--- config.mk ---
export PLATFORM = sky130hd
export DESIGN_NAME = gaze_sequencer_flat
export DESIGN_NICKNAME = d
export VERILOG_FILES = /design/src/rtl/gaze_sequencer_if.sv /design/src/rtl/gaze_sequencer.sv /design/src/flat_wrapper.sv
export SDC_FILE = /design/constraint.sdc
export NUM_CORES = 1
export LEC_CHECK = 0
export CAP_MARGIN = 0
export CORE_MARGIN = 2
export CORE_UTILIZATION = 54
export DETAILED_ROUTE_END_ITERATION = 16
export GPL_ROUTABILITY_DRIVEN = 0
export HOLD_SLACK_MARGIN = 0.08
export PLACE_DENSITY = 0.84
export SETUP_SLACK_MARGIN = 0.15
export SLEW_MARGIN = 0
export SYNTH_ARGS = -nofsm -noshare
export SYNTH_HDL_FRONTEND = slang
export SYNTH_SLANG_ARGS = --single-unit
export TNS_END_PERCENT = 10
--- constraint.sdc ---
create_clock -name clk -period 3.03 [get_ports clk]
set_clock_uncertainty 0.1 [all_clocks]
set_input_delay 0.4545 -clock clk [delete_from_list [all_inputs] [get_ports clk]]
set_output_delay 0.4545 -clock clk [all_outputs]
set_load 0.005 [all_outputs]
--- src/rtl/gaze_sequencer_if.sv ---
// ============================================================================
// Module      : gaze_sequencer_if
// Description : Angle-pair valid/ready bus between the gaze sequencer and the
//               pan/tilt servo drivers.
// Revision    : 1.0 - initial release
// ============================================================================
`default_nettype none

interface gaze_sequencer_if;
    logic [7:0] angle_x;
    logic [7:0] angle_y;
    logic       angle_valid;
    logic       angle_ready;

    modport master (
        output angle_x,
        output angle_y,
        output angle_valid,
        input  angle_ready
    );

    modport slave (
        input  angle_x,
        input  angle_y,
        input  angle_valid,
        output angle_ready
    );
endinterface

`default_nettype wire

--- src/rtl/gaze_sequencer.sv ---
// ============================================================================
// Module      : gaze_sequencer
// Description : Pan/tilt gaze controller: arbitrates manual, scan and centre
//               motion, slew-limits both axes, presents X/Y via valid/ready.
//               Optional macro GAZE_SNAP_EN: CENTER loads the centre pair in
//               one step instead of slewing.
// Revision    : 1.0 - initial release
// ============================================================================
`default_nettype none

module gaze_sequencer #(
    parameter int ANGLE_MAX    = 180,
    parameter int ANGLE_CENTER = 90,
    parameter int STEP_DIV     = 10,
    parameter int IDLE_TIMEOUT = 3000,
    parameter int SCAN_MIN     = 30,
    parameter int SCAN_MAX     = 150
) (
    input  wire logic       clk,
    input  wire logic       rst,
    input  wire logic       tick,
    input  wire logic       left_dir,
    input  wire logic       right_dir,
    input  wire logic       up_dir,
    input  wire logic       down_dir,
    input  wire logic       scan_en,
    input  wire logic       center_req,
    gaze_sequencer_if.master bus,
    output logic [2:0]      state
);

    localparam int STEP_W = (STEP_DIV > 1) ? $clog2(STEP_DIV) : 1;
    localparam int IDLE_W = $clog2(IDLE_TIMEOUT + 1);

    localparam logic [STEP_W-1:0] c_step_last  = STEP_W'(STEP_DIV - 1);
    localparam logic [IDLE_W-1:0] c_idle_max   = IDLE_W'(IDLE_TIMEOUT);
    localparam logic [7:0]        c_angle_max  = 8'(ANGLE_MAX);
    localparam logic [7:0]        c_center     = 8'(ANGLE_CENTER);
    localparam logic [7:0]        c_scan_min   = 8'(SCAN_MIN);
    localparam logic [7:0]        c_scan_max   = 8'(SCAN_MAX);

    typedef enum logic [2:0] {
        S_HOLD   = 3'd0,
        S_MANUAL = 3'd1,
        S_SCAN   = 3'd2,
        S_CENTER = 3'd3
    } state_t;

    state_t              state_q, state_d;
    logic [STEP_W-1:0]   step_q, step_d;
    logic [IDLE_W-1:0]   idle_q, idle_d;
    logic [7:0]          x_q, x_d;
    logic [7:0]          y_q, y_d;
    logic                valid_q, valid_d;
    logic                scan_up_q, scan_up_d;

    logic w_any_dir;
    logic w_step_evt;
    logic w_accept;
    logic w_idle_full;
    logic w_state_chg;
    logic w_changed;

    function automatic logic [7:0] slew_to(input logic [7:0] cur, input logic [7:0] tgt);
        if (cur < tgt)
            return cur + 8'd1;
        else if (cur > tgt)
            return cur - 8'd1;
        else
            return cur;
    endfunction

    always_comb begin
        w_any_dir   = left_dir | right_dir | up_dir | down_dir;
        w_step_evt  = tick && (step_q == c_step_last);
        w_accept    = !valid_q || bus.angle_ready;
        w_idle_full = (idle_q == c_idle_max);

        state_d = state_q;
        case (state_q)
            S_HOLD: begin
                if (center_req)                  state_d = S_CENTER;
                else if (w_any_dir)              state_d = S_MANUAL;
                else if (scan_en && w_idle_full) state_d = S_SCAN;
            end
            S_MANUAL: begin
                if (center_req)                  state_d = S_CENTER;
                else if (!w_any_dir && w_idle_full)
                    state_d = scan_en ? S_SCAN : S_HOLD;
            end
            S_SCAN: begin
                if (center_req)                  state_d = S_CENTER;
                else if (w_any_dir)              state_d = S_MANUAL;
                else if (!scan_en)               state_d = S_HOLD;
            end
            S_CENTER: begin
                if (!center_req && (x_q == c_center) && (y_q == c_center))
                    state_d = S_HOLD;
            end
            default: state_d = S_HOLD;
        endcase
        w_state_chg = (state_d != state_q);

        step_d = step_q;
        if (w_state_chg)
            step_d = '0;
        else if (tick)
            step_d = (step_q == c_step_last) ? '0 : step_q + 1'b1;

        idle_d = idle_q;
        if (w_state_chg || w_any_dir)
            idle_d = '0;
        else if (tick && !w_idle_full && (state_q == S_HOLD || state_q == S_MANUAL))
            idle_d = idle_q + 1'b1;

        // Motion only on an accepted step; a pending unconsumed pair freezes both axes.
        x_d       = x_q;
        y_d       = y_q;
        scan_up_d = scan_up_q;
        if (w_step_evt && w_accept && !w_state_chg) begin
            case (state_q)
                S_MANUAL: begin
                    if (right_dir && !left_dir && x_q < c_angle_max)  x_d = x_q + 8'd1;
                    else if (left_dir && !right_dir && x_q != 8'd0)   x_d = x_q - 8'd1;
                    if (up_dir && !down_dir && y_q < c_angle_max)     y_d = y_q + 8'd1;
                    else if (down_dir && !up_dir && y_q != 8'd0)      y_d = y_q - 8'd1;
                end
                S_SCAN: begin
                    y_d = slew_to(y_q, c_center);
                    // Reverse on the step that lands on a bound so it is emitted once.
                    if (x_q < c_scan_min) begin
                        x_d = x_q + 8'd1;
                        if (x_d == c_scan_min) scan_up_d = 1'b1;
                    end else if (x_q > c_scan_max) begin
                        x_d = x_q - 8'd1;
                        if (x_d == c_scan_max) scan_up_d = 1'b0;
                    end else if (scan_up_q) begin
                        if (x_q == c_scan_max) begin
                            x_d       = x_q - 8'd1;
                            scan_up_d = 1'b0;
                        end else begin
                            x_d = x_q + 8'd1;
                            if (x_d == c_scan_max) scan_up_d = 1'b0;
                        end
                    end else begin
                        if (x_q == c_scan_min) begin
                            x_d       = x_q + 8'd1;
                            scan_up_d = 1'b1;
                        end else begin
                            x_d = x_q - 8'd1;
                            if (x_d == c_scan_min) scan_up_d = 1'b1;
                        end
                    end
                end
                S_CENTER: begin
`ifdef GAZE_SNAP_EN
                    x_d = c_center;
                    y_d = c_center;
`else
                    x_d = slew_to(x_q, c_center);
                    y_d = slew_to(y_q, c_center);
`endif
                end
                default: ;
            endcase
        end

        w_changed = (x_d != x_q) || (y_d != y_q);
        if (w_changed)
            valid_d = 1'b1;
        else if (valid_q && bus.angle_ready)
            valid_d = 1'b0;
        else
            valid_d = valid_q;
    end

    always_ff @(posedge clk) begin
        if (rst) begin
            state_q   <= S_HOLD;
            step_q    <= '0;
            idle_q    <= '0;
            x_q       <= c_center;
            y_q       <= c_center;
            valid_q   <= 1'b1;
            scan_up_q <= 1'b1;
        end else begin
            state_q   <= state_d;
            step_q    <= step_d;
            idle_q    <= idle_d;
            x_q       <= x_d;
            y_q       <= y_d;
            valid_q   <= valid_d;
            scan_up_q <= scan_up_d;
        end
    end

    assign bus.angle_x     = x_q;
    assign bus.angle_y     = y_q;
    assign bus.angle_valid = valid_q;
    assign state           = state_q;

endmodule

`default_nettype wire

--- src/flat_wrapper.sv ---
// flat-port wrapper written by rule: the top's interface ports become plain ports
module gaze_sequencer_flat 
#(
    parameter int ANGLE_MAX    = 180,
    parameter int ANGLE_CENTER = 90,
    parameter int STEP_DIV     = 10,
    parameter int IDLE_TIMEOUT = 3000,
    parameter int SCAN_MIN     = 30,
    parameter int SCAN_MAX     = 150
)
  (clk, rst, tick, left_dir, right_dir, up_dir, down_dir, scan_en, center_req, state, bus_angle_x, bus_angle_y, bus_angle_valid, bus_angle_ready);
  gaze_sequencer_if bus_i ();
  input  wire logic clk;
  input  wire logic rst;
  input  wire logic tick;
  input  wire logic left_dir;
  input  wire logic right_dir;
  input  wire logic up_dir;
  input  wire logic down_dir;
  input  wire logic scan_en;
  input  wire logic center_req;
  output logic [2:0] state;
  output wire logic [$bits(bus_i.angle_x)-1:0] bus_angle_x;
  output wire logic [$bits(bus_i.angle_y)-1:0] bus_angle_y;
  output wire logic [$bits(bus_i.angle_valid)-1:0] bus_angle_valid;
  input wire logic [$bits(bus_i.angle_ready)-1:0] bus_angle_ready;
  assign bus_angle_x = bus_i.angle_x;
  assign bus_angle_y = bus_i.angle_y;
  assign bus_angle_valid = bus_i.angle_valid;
  assign bus_i.angle_ready = bus_angle_ready;
  gaze_sequencer #(.ANGLE_MAX(ANGLE_MAX), .ANGLE_CENTER(ANGLE_CENTER), .STEP_DIV(STEP_DIV), .IDLE_TIMEOUT(IDLE_TIMEOUT), .SCAN_MIN(SCAN_MIN), .SCAN_MAX(SCAN_MAX)) u_core (.clk(clk), .rst(rst), .tick(tick), .left_dir(left_dir), .right_dir(right_dir), .up_dir(up_dir), .down_dir(down_dir), .scan_en(scan_en), .center_req(center_req), .bus(bus_i), .state(state));
endmodule
## Word-level counts from Yosys, hierarchy flattened

Cells that the tools add are included.

- Flip-flop bits (word level): 37
- Memories kept: 0
- Latch bits: 0
- ROM bits: 0
- Bits in writable memories: 0
- Bits of input ports: 10

- Shift-type cells: 0
- Add/subtract/negate cells: 6
- Multiply operators: 0
- Div/mod/pow operators: 0
- Mux-type cells: 38
- Equal/unequal tests: 18
- $lt $le $gt $ge: 8
- Bitwise logic cells: 3
- Reduce and logical (&&, ||, !) cells: 39

Operators with widths:

| cell | count |
|---|---|
| $mux W8 | 15 |
| $mux W3 | 9 |
| $eq A8 B5 Y1 const B | 3 |
| $eq A8 B8 Y1 const B | 3 |
| $pmux W8 S3 | 1 |
| $logic_and A1 B1 Y1 | 18 |
| $add A8 B1 Y8 const B | 2 |
| $eq A8 B7 Y1 const B | 2 |
| $gt A8 B7 Y1 const B | 2 |
| $lt A8 B7 Y1 const B | 2 |
| $lt A8 B8 Y1 const B | 2 |
| $ne A8 B8 Y1 | 2 |
| $pmux W8 S2 | 1 |
| $reduce_bool A8 Y1 | 2 |
| $sub A8 B1 Y8 const B | 2 |
| $add A12 B1 Y12 const B | 1 |
| $eq A12 B12 Y1 const B | 1 |
| $pmux W3 S4 | 1 |
| $logic_not A1 Y1 | 9 |
| $mux W1 | 9 |
| $gt A8 B8 Y1 const B | 1 |
| $lt A8 B5 Y1 const B | 1 |
| $reduce_or A2 Y1 | 4 |
| $eq A3 B2 Y1 const B | 2 |
| other kinds (12) | 17 |

## Logic depth before layout (Yosys ltp)

Gate-level depths: netlist (run 1).

- Depth in word-level cells: 15
- Depth in mapped cells: 11

## Worst setup path before layout (run 1)

No wires, ideal clock.

- Path type: register -> register
- Start: register u_core.x_q[0], in the netlist u_core.bus.angle_x[0]
- End: register u_core.valid_q, in the netlist u_core.bus.angle_valid
- Arrival: 2.879 ns
- Period minus slack after synthesis: 3.117 ns
- Path slack: -0.087 ns
- Stages on the path, launching flop included: 12
- Cell sequence: dfxtp_1 -> clkbuf_1 -> inv_1 -> ha_1 -> or3b_4 -> or4_1 -> and2_1 -> nor3b_1 -> o31a_1 -> xnor2_1 -> a2111oi_2 -> a32oi_1

- Longest elaborated chain between the ends: 12

RTL lines:

| item | RTL line | source |
|---|---|---|
| from (decl) | gaze_sequencer.sv:52 | `logic [7:0] x_q, x_d;` |
| from (signal assigned) | gaze_sequencer.sv:182 | `x_q <= c_center;` |
| parallel branches: the longest is 10 deep, another holds $sub A8 B1 Y8 | - |  |
| $logic_or A1 B1 Y1 (*) | gaze_sequencer.sv:168 | `w_changed = (x_d != x_q) \|\| (y_d != y_q);` |
| $reduce_or A2 Y1 (no source line) (*) | - |  |
| to (signal assigned) | gaze_sequencer.sv:192 | `valid_q <= valid_d;` |
| to (decl) | gaze_sequencer.sv:54 | `logic valid_q, valid_d;` |

Mark *: on every way between the ends.
A chain may end at the register's enable or synchronous reset.

## Worst setup path after layout (run 1)

- Start: register u_core.x_q[1], in the netlist u_core.bus.angle_x[1]
- End: register u_core.valid_q, in the netlist u_core.bus.angle_valid

The elaborated chain is that of the path after synthesis.

==> reports/metrics.yaml, run 1 <==
status: "finished clean"
portBuffers: 29
routed_wl_um: 12200
drive_gt1_share_pct: 17.1
synth-edff-count: 0
cp-end-kind: "register"
grt_pass1_vias: 4111
grt.total_usage_pct: 31.0
hold_class: "reg -> reg"
synthTopCellsByCount: "nor2_1, nand2_1, a21oi_1"
clkPwrFrac_pct: 40.7
cp_top_family: "compound AO/OA/AOI/OAI gates"
r2r-start: "u_core.bus.angle_x[1]"
fin_nets: 604
drv_cap: 0
ios: 30
worstMarginPinSlew_ns: 0.569
final.fill_count: 541
die_area_um2: 7830
cts_tree: "yes"
ir_drop_mv: 0.240
route.detailed.drc: 0
endpoint: "u_core.bus.angle_valid"
p_int_mw: 0.806
clockBufferDepth: 2
crit_arrival_ns: 2.90
die_h_um: 88.5
path_cells: "inv_4 -> buf_4 -> ha_1 -> or4b_4 -> o21a_1 -> buf_4 -> a221oi_2 -> o21ai_1 -> o311a_1 -> xnor2_1 -> a2111oi_2 -> a32oi_1"
rsz0062_at_grt: "yes"
drv_slew: 0
yosys.area.top_type: "dfxtp_1"
die_x_um: 88.5
cts.clk_slew.worst_paths_ns: 0.08
num_rows: 30
syn-instance-count: 532
place_hpwl_um: 8770
syn_area_um2: 3850
powerDensity_nw_per_um2: 234
detail_route.vias_per_cell: 6.72
async_reset_ff_share_pct: 0
core_area_um2: 6870
setup_viol: 0
period_share_pct: 93.3
ys_ff_latch: 37
synth_flop_cell: "dfxtp_1"
routedWlPerCell_um: 17.9
crit_path_max_incr_delay_ns: 0.49
clk_latency_ns: 0.30
initial_core_util_pct: 56.1
clock.fmax_ghz: 0.354
synth.most_common_cell: "nor2_1"
drtAntennaViolNets: 0
required_ns: 3.10
cts_buffers: 5
pwr-share-comb_pct: 14.2
grt_start_max_net_pins: 22
synth_fp_nets: 553
startpoint_type: "register"
switching_share_pct: 27.0
max-slew-margin-rel_pct: 62.0
synth_area_leaders: "dfxtp_1, nor2_1, a21oi_1, nand2_1, xnor2_1"
drtIter0Drc: 673
final_cells: 680
switching_power_mw: 0.298
synth-seq-area-share_pct: 19.2
yosys_warnings: 0
critPathMaxFanout: 5
total_power_mw: 1.10
htree_levels: 2
grt_pass1_wl_um: 19300
holdBufCountCts: 0
yosysTopAreaCellShare_pct: 19.2
clock-sinks: 37
cp_num_buf_inv: 3
fin_crit_ns: 2.83
antenna_found_initial: 0
dr.pass1.iters: 5
crit_start: "u_core.bus.angle_x[1]"
cts.root.buffer_cell: "clkbuf_8"
post-place-ws_ns: -0.0940
overflow: 0
crit_type: "reg -> reg"
setup_slack_ns: 0.204
diodes: 0
reg2reg_depth: 12
power_frac_seq_pct: 45.1
synth_cell_types: 82
dr_total_vias: 4568
finalHoldViolCount: 0
syn_avg_cell_area_um2: 7.25
area_growth_syn_to_layout_pct: 22.2
critPathSlowestCell: "or4b_4"
worst_path_most_repeated_cell: "buf_4"
dp.cells: 666
reg2reg_to: "u_core.bus.angle_valid"
p_leak_nw: 1.77
r2r_slack_ns: 0.20
cp_num_cells: 12
==> state kept, by name, summed over array words and instances, names as in the netlist <==
| name | flops |
|---|---|
| u_core.idle_q | 12 |
| u_core.state | 3 |
| u_core.bus.angle_x | 8 |
| u_core.bus.angle_y | 8 |
| u_core.step_q | 4 |
| u_core.scan_up_q | 1 |
| u_core.bus.angle_valid | 1 |
==> stage by stage <==
stage	hold WS [ns]	instance area (um2)	utilization [%]	TNS [ns]
after floorplan	0.355	3890	-	0
after global placement	0.364	4460	65.0	-0.0433
after detailed placement	0.395	4460	65.0	-0.986
after CTS	0.410	4620	67.3	0
after global routing	0.427	4710	68.6	0
final	0.400	4710	68.6	0
==> repair_timing <==
item	in CTS	in global routing
buffers inserted	3	3
pin swaps	4	5
setup endpoints to repair	2	28
resized for setup	6	19
==> layer usage <==
metal  part of all wire (%)  GRT usage, %
met5                      0             0
met4                    4.6          11.6
met3                     11          7.09
met2                     46          49.8
met1                     39          40.5
==> how the worst min path moves through the flow <==
stage / start / endpoint / slack [ns] / cells past startpoint
final: u_core.step_q[3] / u_core.step_q[3] / 0.40 / 2
after global routing: u_core.step_q[3] / u_core.step_q[3] / 0.43 / 2
after CTS: u_core.step_q[3] / u_core.step_q[3] / 0.41 / 2
after detailed placement: u_core.step_q[3] / u_core.step_q[3] / 0.40 / 2
after global placement: u_core.step_q[3] / u_core.step_q[3] / 0.36 / 2
after floorplan: u_core.step_q[3] / u_core.step_q[3] / 0.35 / 2
==> power by group through the flow <==
stage                     registers, mW  clock network (mW)  logic (mW)
after floorplan                   0.503                   0      0.0868
after global placement            0.508                   0       0.140
after detailed placement          0.508                   0       0.143
after CTS                         0.497               0.458       0.145
after global routing              0.498               0.471       0.166
final                             0.497               0.450       0.157
==> tightest hold or removal path, cell delays in order, from the launching register on <==
cell	delay, ns
dfxtp_1	0.32
o21ai_0	0.08
a21oi_1	0.06
==> cells by family after synthesis <==
logic type               Yosys count  synth area share [%]
buffers and inverters             54                  6.13
AO/OA/AOI/OAI                    163                  30.0
flip-flops                        37                  19.2
AND/OR/NAND/NOR                  229                  32.3
adder cells (fa/ha/maj)           11                  3.57
XOR/XNOR                          30                  6.82
multiplexers                       7                  1.85
other                              1                0.0973
==> area by class of cell <==
class                           count  area, um2  area share [%]
Multi-Input combinational cell    441       2970            63.0
Tap cell                           96        120            2.55
Inverter                           18       72.6            1.54
Sequential cell                    37        746            15.8
Timing Repair Buffer               80        691            14.7
Clock inverter                      3       46.3           0.983
Clock buffer                        5       68.8            1.46
==> cells in the final DEF, fill, tap and decap left out, types with 8 or more instances in the layout <==
cell type and n:
nand2_1 47, nand3_1 20, and3_1 11, nor2b_1 8, nand2b_1 11, nor3b_1 8, ha_1 10, buf_4 50
dfxtp_1 33, xor2_1 11, a21oi_1 37, inv_1 15, nor2_1 53, nor3_1 17, o21ai_0 20, clkdlybuf4s50_1 27
xnor2_1 19, a221oi_1 8
Note: power is estimated with default switching activity, not from simulation.
==> inputs of run 2 (changes only) <==
--- a/config.mk
+++ b/config.mk
@@ -7,11 +7,12 @@
 export LEC_CHECK = 0
 export CAP_MARGIN = 0
 export CORE_MARGIN = 2
-export CORE_UTILIZATION = 54
+export CORE_UTILIZATION = 55
+export CTS_BUF_LIST = sky130_fd_sc_hd__clkbuf_2 sky130_fd_sc_hd__clkbuf_4 sky130_fd_sc_hd__clkbuf_8
 export DETAILED_ROUTE_END_ITERATION = 16
 export GPL_ROUTABILITY_DRIVEN = 0
 export HOLD_SLACK_MARGIN = 0.08
-export PLACE_DENSITY = 0.84
+export PLACE_DENSITY = 0.85
 export SETUP_SLACK_MARGIN = 0.15
 export SLEW_MARGIN = 0
 export SYNTH_ARGS = -nofsm -noshare
==> reports/metrics.yaml, run 2 (same netlist as run 1, synthesis figures left out) <==
htree_levels: 2
final_util_pct: 69.8
p_leak_nw: 1.79
crit_arrival_ns: 2.99
ir_drop_mv: 0.259
grt.total_usage_pct: 31.9
rsz0062_at_grt: "yes"
route.detailed.drc: 0
post-place-ws_ns: -0.138
max-slew-margin-rel_pct: 57.7
grt_start_max_net_pins: 22
dr_total_vias: 4727
status: "finished clean"
startpoint_type: "register"
overflow: 0
setup_slack_ns: 0.116
antenna_found_initial: 0
routedWlPerCell_um: 18.2
clock.fmax_ghz: 0.343
final_cell_mix: "buf_4, nor2_1, nand2_1"
hold_class: "reg -> reg"
final_cells: 689
detail_route.vias_per_cell: 6.86
largest-register: "u_core.idle_q"
drtIter0Drc: 572
die_h_um: 87.7
setup_viol: 0
worstMarginPinSlew_ns: 0.635
initial_core_util_pct: 56.7
cts_buffers: 5
critPathMaxFanout: 5
period_share_pct: 96.2
cts.clk_slew.worst_paths_ns: 0.08
num_rows: 30
die_x_um: 87.7
dr.pass1.iters: 6
reg2reg_depth: 12
required_ns: 3.10
fin_crit_ns: 2.91
clk_latency_ns: 0.30
place_hpwl_um: 9160
drtAntennaViolNets: 0
final_common_cell: "buf_4"
drv_cap: 0
grt_pass1_wl_um: 19900
grt_pass1_vias: 4298
cp-end-kind: "register"
core_area_um2: 6790
routed_wl_um: 12600
cts_tree: "yes"
die_area_um2: 7690
total_power_mw: 1.08
clockBufferDepth: 2
ios: 30
diodes: 0
drv_slew: 0
portBuffers: 29
holdPathStages: 2
powerDensity_nw_per_um2: 228
largest_register_ffs: 12
drive_gt1_share_pct: 17.5
clock-sinks: 37
dp.cells: 677
area_growth_syn_to_layout_pct: 22.9
crit_type: "reg -> reg"
fin_nets: 614
finalHoldViolCount: 0
cts.root.buffer_cell: "clkbuf_8"
==> run 2: cell type report <==
cell class	count	area, um2
Clock buffer	5	68.8
Clock inverter	2	35.0
Fill cell	517	2050
Inverter	18	70.1
Multi-Input combinational cell	441	2950
Sequential cell	37	744
Tap cell	96	120
Timing Repair Buffer	90	751
==> run 2: worst paths after layout <==
path | from | slack, ns | to
max | u_core.bus.angle_x[1] | 0.12 | u_core.bus.angle_valid
min reg2reg | u_core.step_q[3] | 0.41 | u_core.step_q[3]
min | u_core.step_q[3] | 0.41 | u_core.step_q[3]
max reg2reg | u_core.bus.angle_x[1] | 0.12 | u_core.bus.angle_valid
==> run 2: power breakdown <==
group / switching, mW / internal (mW)
combinational: 0.0853 / 0.0709
clock: 0.187 / 0.239
sequential: 0.00840 / 0.489
==> run 2: per-stage QoR <==
stage	setup TNS (ns)	cell area [um2]	hold slack, ns
6_report	0	4740	0.412
5_1_grt	0	4740	0.458
4_1_cts	0	4650	0.414
3_5_place_dp	-2.09	4530	0.405
3_3_place_gp	-0.0424	4530	0.366
2_1_floorplan	0	3890	0.355
==> run 2: critical path, stage by stage (launching register included) <==
cell	delay, ns
dfxtp_1	0.33
inv_4	0.06
buf_4	0.14
ha_1	0.15
or4b_4	0.50
o21a_1	0.22
buf_4	0.16
a221oi_1	0.28
o21ai_0	0.13
o311a_1	0.16
xnor2_1	0.15
a2111oi_2	0.25
a32oi_1	0.14
==> run 2: timing repair <==
action / in CTS / in global routing
pin swaps: 0 / 6
endpoints found under the hold margin: 0 / 0
gates resized for setup: 3 / 11
endpoints found under the setup margin: 6 / 27
hold buffers: 0 / 0
buffers inserted: 0 / 5
==> run 2: metal layers <==
metal | part of all wire, % | GRT usage, % | vias to the layer above
met2 | 46 | 52.7 | 389
met1 | 37 | 41.3 | 2133
li1 | - | - | 2114
met3 | 12 | 4.90 | 91
met5 | 0 | 0 | -
met4 | 4.4 | 13.4 | 0
==> RTL edit 1, RTL diff (settings of run 1) <==
`STEP_DIV` is set to 10 in 2 places; all go to 20.
--- a/src/rtl/gaze_sequencer.sv
+++ b/src/rtl/gaze_sequencer.sv
@@ -13,3 +13,3 @@
     parameter int ANGLE_CENTER = 90,
-    parameter int STEP_DIV     = 10,
+    parameter int STEP_DIV     = 20,
     parameter int IDLE_TIMEOUT = 3000,
--- a/src/flat_wrapper.sv
+++ b/src/flat_wrapper.sv
@@ -5,3 +5,3 @@
     parameter int ANGLE_CENTER = 90,
-    parameter int STEP_DIV     = 10,
+    parameter int STEP_DIV     = 20,
     parameter int IDLE_TIMEOUT = 3000,
Function: no difference found for any inputs over 10 cycles, from zero or initial values and one cycle with rst high; that may be too few to reach the edited logic, so the function may still have changed.
==> RTL edit 1 against run 1 <==
- combinational power up 11%
- power increased by 13%
- sequential power is 2% higher
- via count grew 7.8%
- setup slack got worse by 0.093 ns
- routed wire length is 16% higher
- sequential cell count is 1 higher
- area after synthesis grew 0.55%
- first-iteration DRC count grew 17%
- design area increased by 4.1%
- critical path type unchanged
==> RTL edit 1: results (changes against run 1) <==
metric,value,unit,change
dpl.hpwl,9570,um,was 8770 um
placed_area,4590,um2,was 4460 um2
slowest_delay,0.46,ns,was 0.49 ns
fill_cells,509,,was 541
cts-buffers-inserted,5,,unchanged
leakage,1.87,nW,was 1.77 nW
drive_gt1_frac,0.200,,was 0.171
antenna_found_initial,0,,unchanged
final_nets,617,,was 604
port_buffers,29,,unchanged
detail-route-antenna-nets,0,,unchanged
arrival,3.02,ns,was 2.90 ns
dpl_worst_slack,-0.0676,ns,was -0.0940 ns
grt_max_degree,21,,was 22
grt_pass1_vias,4584,,"was 4,111"
grt_pass1_wl,21500,um,"was 19,300 um"
peakVddDrop,185,uV,was 240 uV
grtUsageTotal,0.349,,was 0.310
outcome,"complete, no violations",,unchanged
ys_warn_count,0,,unchanged
fin_crit_sh,0.963,,was 0.933
drt-pass1-iter-count,6,,was 5
drtIter0Drc,785,,was 673
async_flop_share,0,,unchanged
synth.distinct_cells,78,,was 82
path_max_fanout,15,,was 5
seq_area_frac_synth,0.196,,was 0.192
wire_per_inst,20.4,um,was 17.9 um
syn_nets,550,,was 553
synth_area_leaders,"dfxtp_1 20%, nand2_1 5.6%, nor2_1 4.7%, nand3_1 4.3%, ha_1 3.9%",,"was dfxtp_1 19%, nor2_1 5.2%, a21oi_1 5.1%, nand2_1 4.6%, xnor2_1 4.3%"
vias,4923,,"was 4,568"
max_slew_margin,0.535,,was 0.620
==> RTL edit 1: cell types whose count changed after synthesis, moves of 7 or more <==
cell | run 1 | this run
nor3_1 | 18 | 9
xnor2_1 | 19 | 12
nand2b_1 | 11 | 2
nand2_1 | 47 | 58
o21ai_0 | 23 | 30
a21oi_1 | 39 | 23
a221oi_1 | 10 | 1
nand3_1 | 20 | 33
==> RTL edit 1: timing repair <==
action,in CTS,in global routing
endpoints found under the setup margin,2,18
pin swaps,0,8
gates resized for setup,2,31
setup buffers,0,2
==> RTL edit 1: layout make-up <==
cell class / instances / area (um2) / share of cell area
multi-input combinational: 438 / 3010 / 0.614
timing repair buffer: 97 / 807 / 0.165
sequential: 38 / 766 / 0.156
tap: 96 / 120 / 0.0245
clock buffer: 6 / 82.6 / 0.0168
clock inverter: 2 / 60.1 / 0.0122
inverter: 15 / 56.3 / 0.0115
==> RTL edit 1: stage by stage <==
step | power (mW) | std cells | hold slack, ns | utilization
floorplan | 0.599 | 528 | 0.356 | -
global placement | 0.667 | 682 | 0.370 | 0.669
detailed placement | 0.671 | 682 | 0.387 | 0.669
CTS | 1.22 | 690 | 0.400 | 0.690
global route | 1.27 | 692 | 0.436 | 0.714
finish | 1.24 | 692 | 0.403 | 0.714
==> RTL edit 1: where the power goes <==
part	leakage [nW]	internal, mW	switching (mW)
clock	0.0714	0.352	0.213
sequential	0.308	0.502	0.00409
combinational	1.49	0.0744	0.0994
total	1.87	0.928	0.316
==> RTL edit 1: cell families (layout without fill, tap and decap cells) <==
group,count (synthesis),after routing,synth area share
buffers and inverters,52,120,0.0629
flip-flops,38,38,0.196
other,1,1,0.000967
adder cells (fa/ha/maj),12,12,0.0387
AO/OA/AOI/OAI,153,153,0.290
multiplexers,14,14,0.0371
AND/OR/NAND/NOR,231,231,0.311
XOR/XNOR,27,27,0.0629
==> RTL edit 1: final timing paths <==
kind,start,endpoint,cells after the start
setup / recovery,u_core.bus.angle_x[7],u_core.bus.angle_x[0],9
hold / removal,u_core.idle_q[5],u_core.idle_q[5],2
setup reg to reg,u_core.bus.angle_x[7],u_core.bus.angle_x[0],9
hold reg to reg,u_core.idle_q[5],u_core.idle_q[5],2
==> RTL edit 1: critical path: cells and delay by family (launching register included) <==
family / cells / cell delay (ns)
buffers and inverters: 2 / 0.41
AOI/OAI and AO/OA: 3 / 0.74
DFF: 1 / 0.45
and+or+nand+nor: 4 / 1.11
==> RTL edit 1: layer usage <==
metal	vias to the layer above	global-route usage	share of wire
li1	2120	-	-
met1	2213	0.410	0.35
met2	436	0.566	0.45
met3	154	0.0812	0.12
met4	0	0.226	0.082
met5	-	0	0
==> RTL edit 2, RTL diff (config.mk and constraints of run 1) <==
Made on the original files. Reset style: asynchronous (`rst`), changed in one clocked block.
--- a/src/rtl/gaze_sequencer.sv
+++ b/src/rtl/gaze_sequencer.sv
@@ -176,3 +176,3 @@
 
-    always_ff @(posedge clk) begin
+    always_ff @(posedge clk or posedge rst) begin
         if (rst) begin
Behaviour: differs if rst is asserted again (counterexample within 4 cycles, from zero or initial values and one cycle with rst high); with rst held inactive, the same outputs for 10 cycles.
==> RTL edit 2 against run 1 <==
- maximum frequency up 1.1%
- area after synthesis rose by 2.8%
- routed wire length decreased by 4.8%
- combinational power grew 25%
- first-iteration DRC count is 44% lower
- design area down 1.5%
- via count fell by 6.2%
- non-clock buffer count fell by 22
- count of clock-buffer cells in the layout stayed put
- critical path type unchanged
- power rose by 13%
- final cell count shrank 5.6%
- setup slack gained 0.031 ns
- synthesized cell count down 4.7%
- sequential cell count unchanged
==> RTL edit 2: results (changes against run 1) <==
metric,value,unit,change
grt_pass1_vias,3887,,"was 4,111"
fill_cells,603,,was 541
globalRouteMet1Util,0.399,,was 0.405
grt_max_degree,38,,was 22
peakVddDrop,184,uV,was 240 uV
wire_per_inst,18.1,um,was 17.9 um
timing.rr.start,u_core.bus.angle_x[1],,unchanged
synthAdderAreaFrac,0.0347,,was 0.0357
met3_usage,0.0439,,was 0.0709
wl_met3,1050,um,was 1300 um
multi_input_cells,419,,was 441
dp.cells,633,,was 666
syn_nets,528,,was 553
hp-class,in2async,,was reg2reg
seq_area_frac_synth,0.237,,was 0.192
arrival,2.92,ns,was 2.90 ns
sh_seq_area,0.203,,was 0.158
timing.reg2reg.setup_slack,0.24,ns,was 0.20 ns
synth_compound_area_frac,0.261,,was 0.300
syn_inst,507,,was 532
r2r_cells,10,,was 12
clockNetworkAreaShare,0.0297,,was 0.0244
p_switching,340,uW,was 298 uW
multi_input_area,2850,um2,was 2970 um2
grtUsageTotal,0.295,,was 0.310
ys_top_cells_by_count,"59 x nor2_1, 38 x nand2_1, 28 x nand3_1, 27 x dfrtp_1, 25 x a21oi_1",,"was 53 x nor2_1, 47 x nand2_1, 39 x a21oi_1, 37 x dfxtp_1, 23 x o21ai_0"
drive_gt1_frac,0.164,,was 0.171
leakage,1.76,nW,was 1.77 nW
wl_met1,4770,um,was 4760 um
outcome,"complete, no violations",,unchanged
bufAreaShareNonClock,0.109,,was 0.147
slowest_delay,0.62,ns,was 0.49 ns
==> RTL edit 2: worst max path at each step <==
stage	from	endpoint	slack, ns	cells after the start
5_1_grt	u_core.bus.angle_x[1]	u_core.bus.angle_valid	0.11	10
2_1_floorplan	u_core.bus.angle_y[0]	u_core.bus.angle_x[5]	0.21	10
3_5_place_dp	right_dir	u_core.scan_up_q	0.03	10
3_3_place_gp	right_dir	u_core.scan_up_q	0.04	10
6_report	u_core.bus.angle_x[1]	u_core.bus.angle_valid	0.24	10
4_1_cts	u_core.bus.angle_y[1]	u_core.bus.angle_valid	0.20	11
==> RTL edit 2: power groups by stage <==
stage               logic [mW]  registers, mW  clock network [mW]
global placement         0.181          0.521                   0
CTS                      0.188          0.513               0.545
global route             0.211          0.515               0.566
finish                   0.196          0.514               0.540
detailed placement       0.186          0.522                   0
floorplan                0.121          0.512                   0
==> RTL edit 2: repair_timing <==
action	CTS	global route
endpoints found under the setup margin	0	9
resized for setup	0	15
setup buffers	0	1
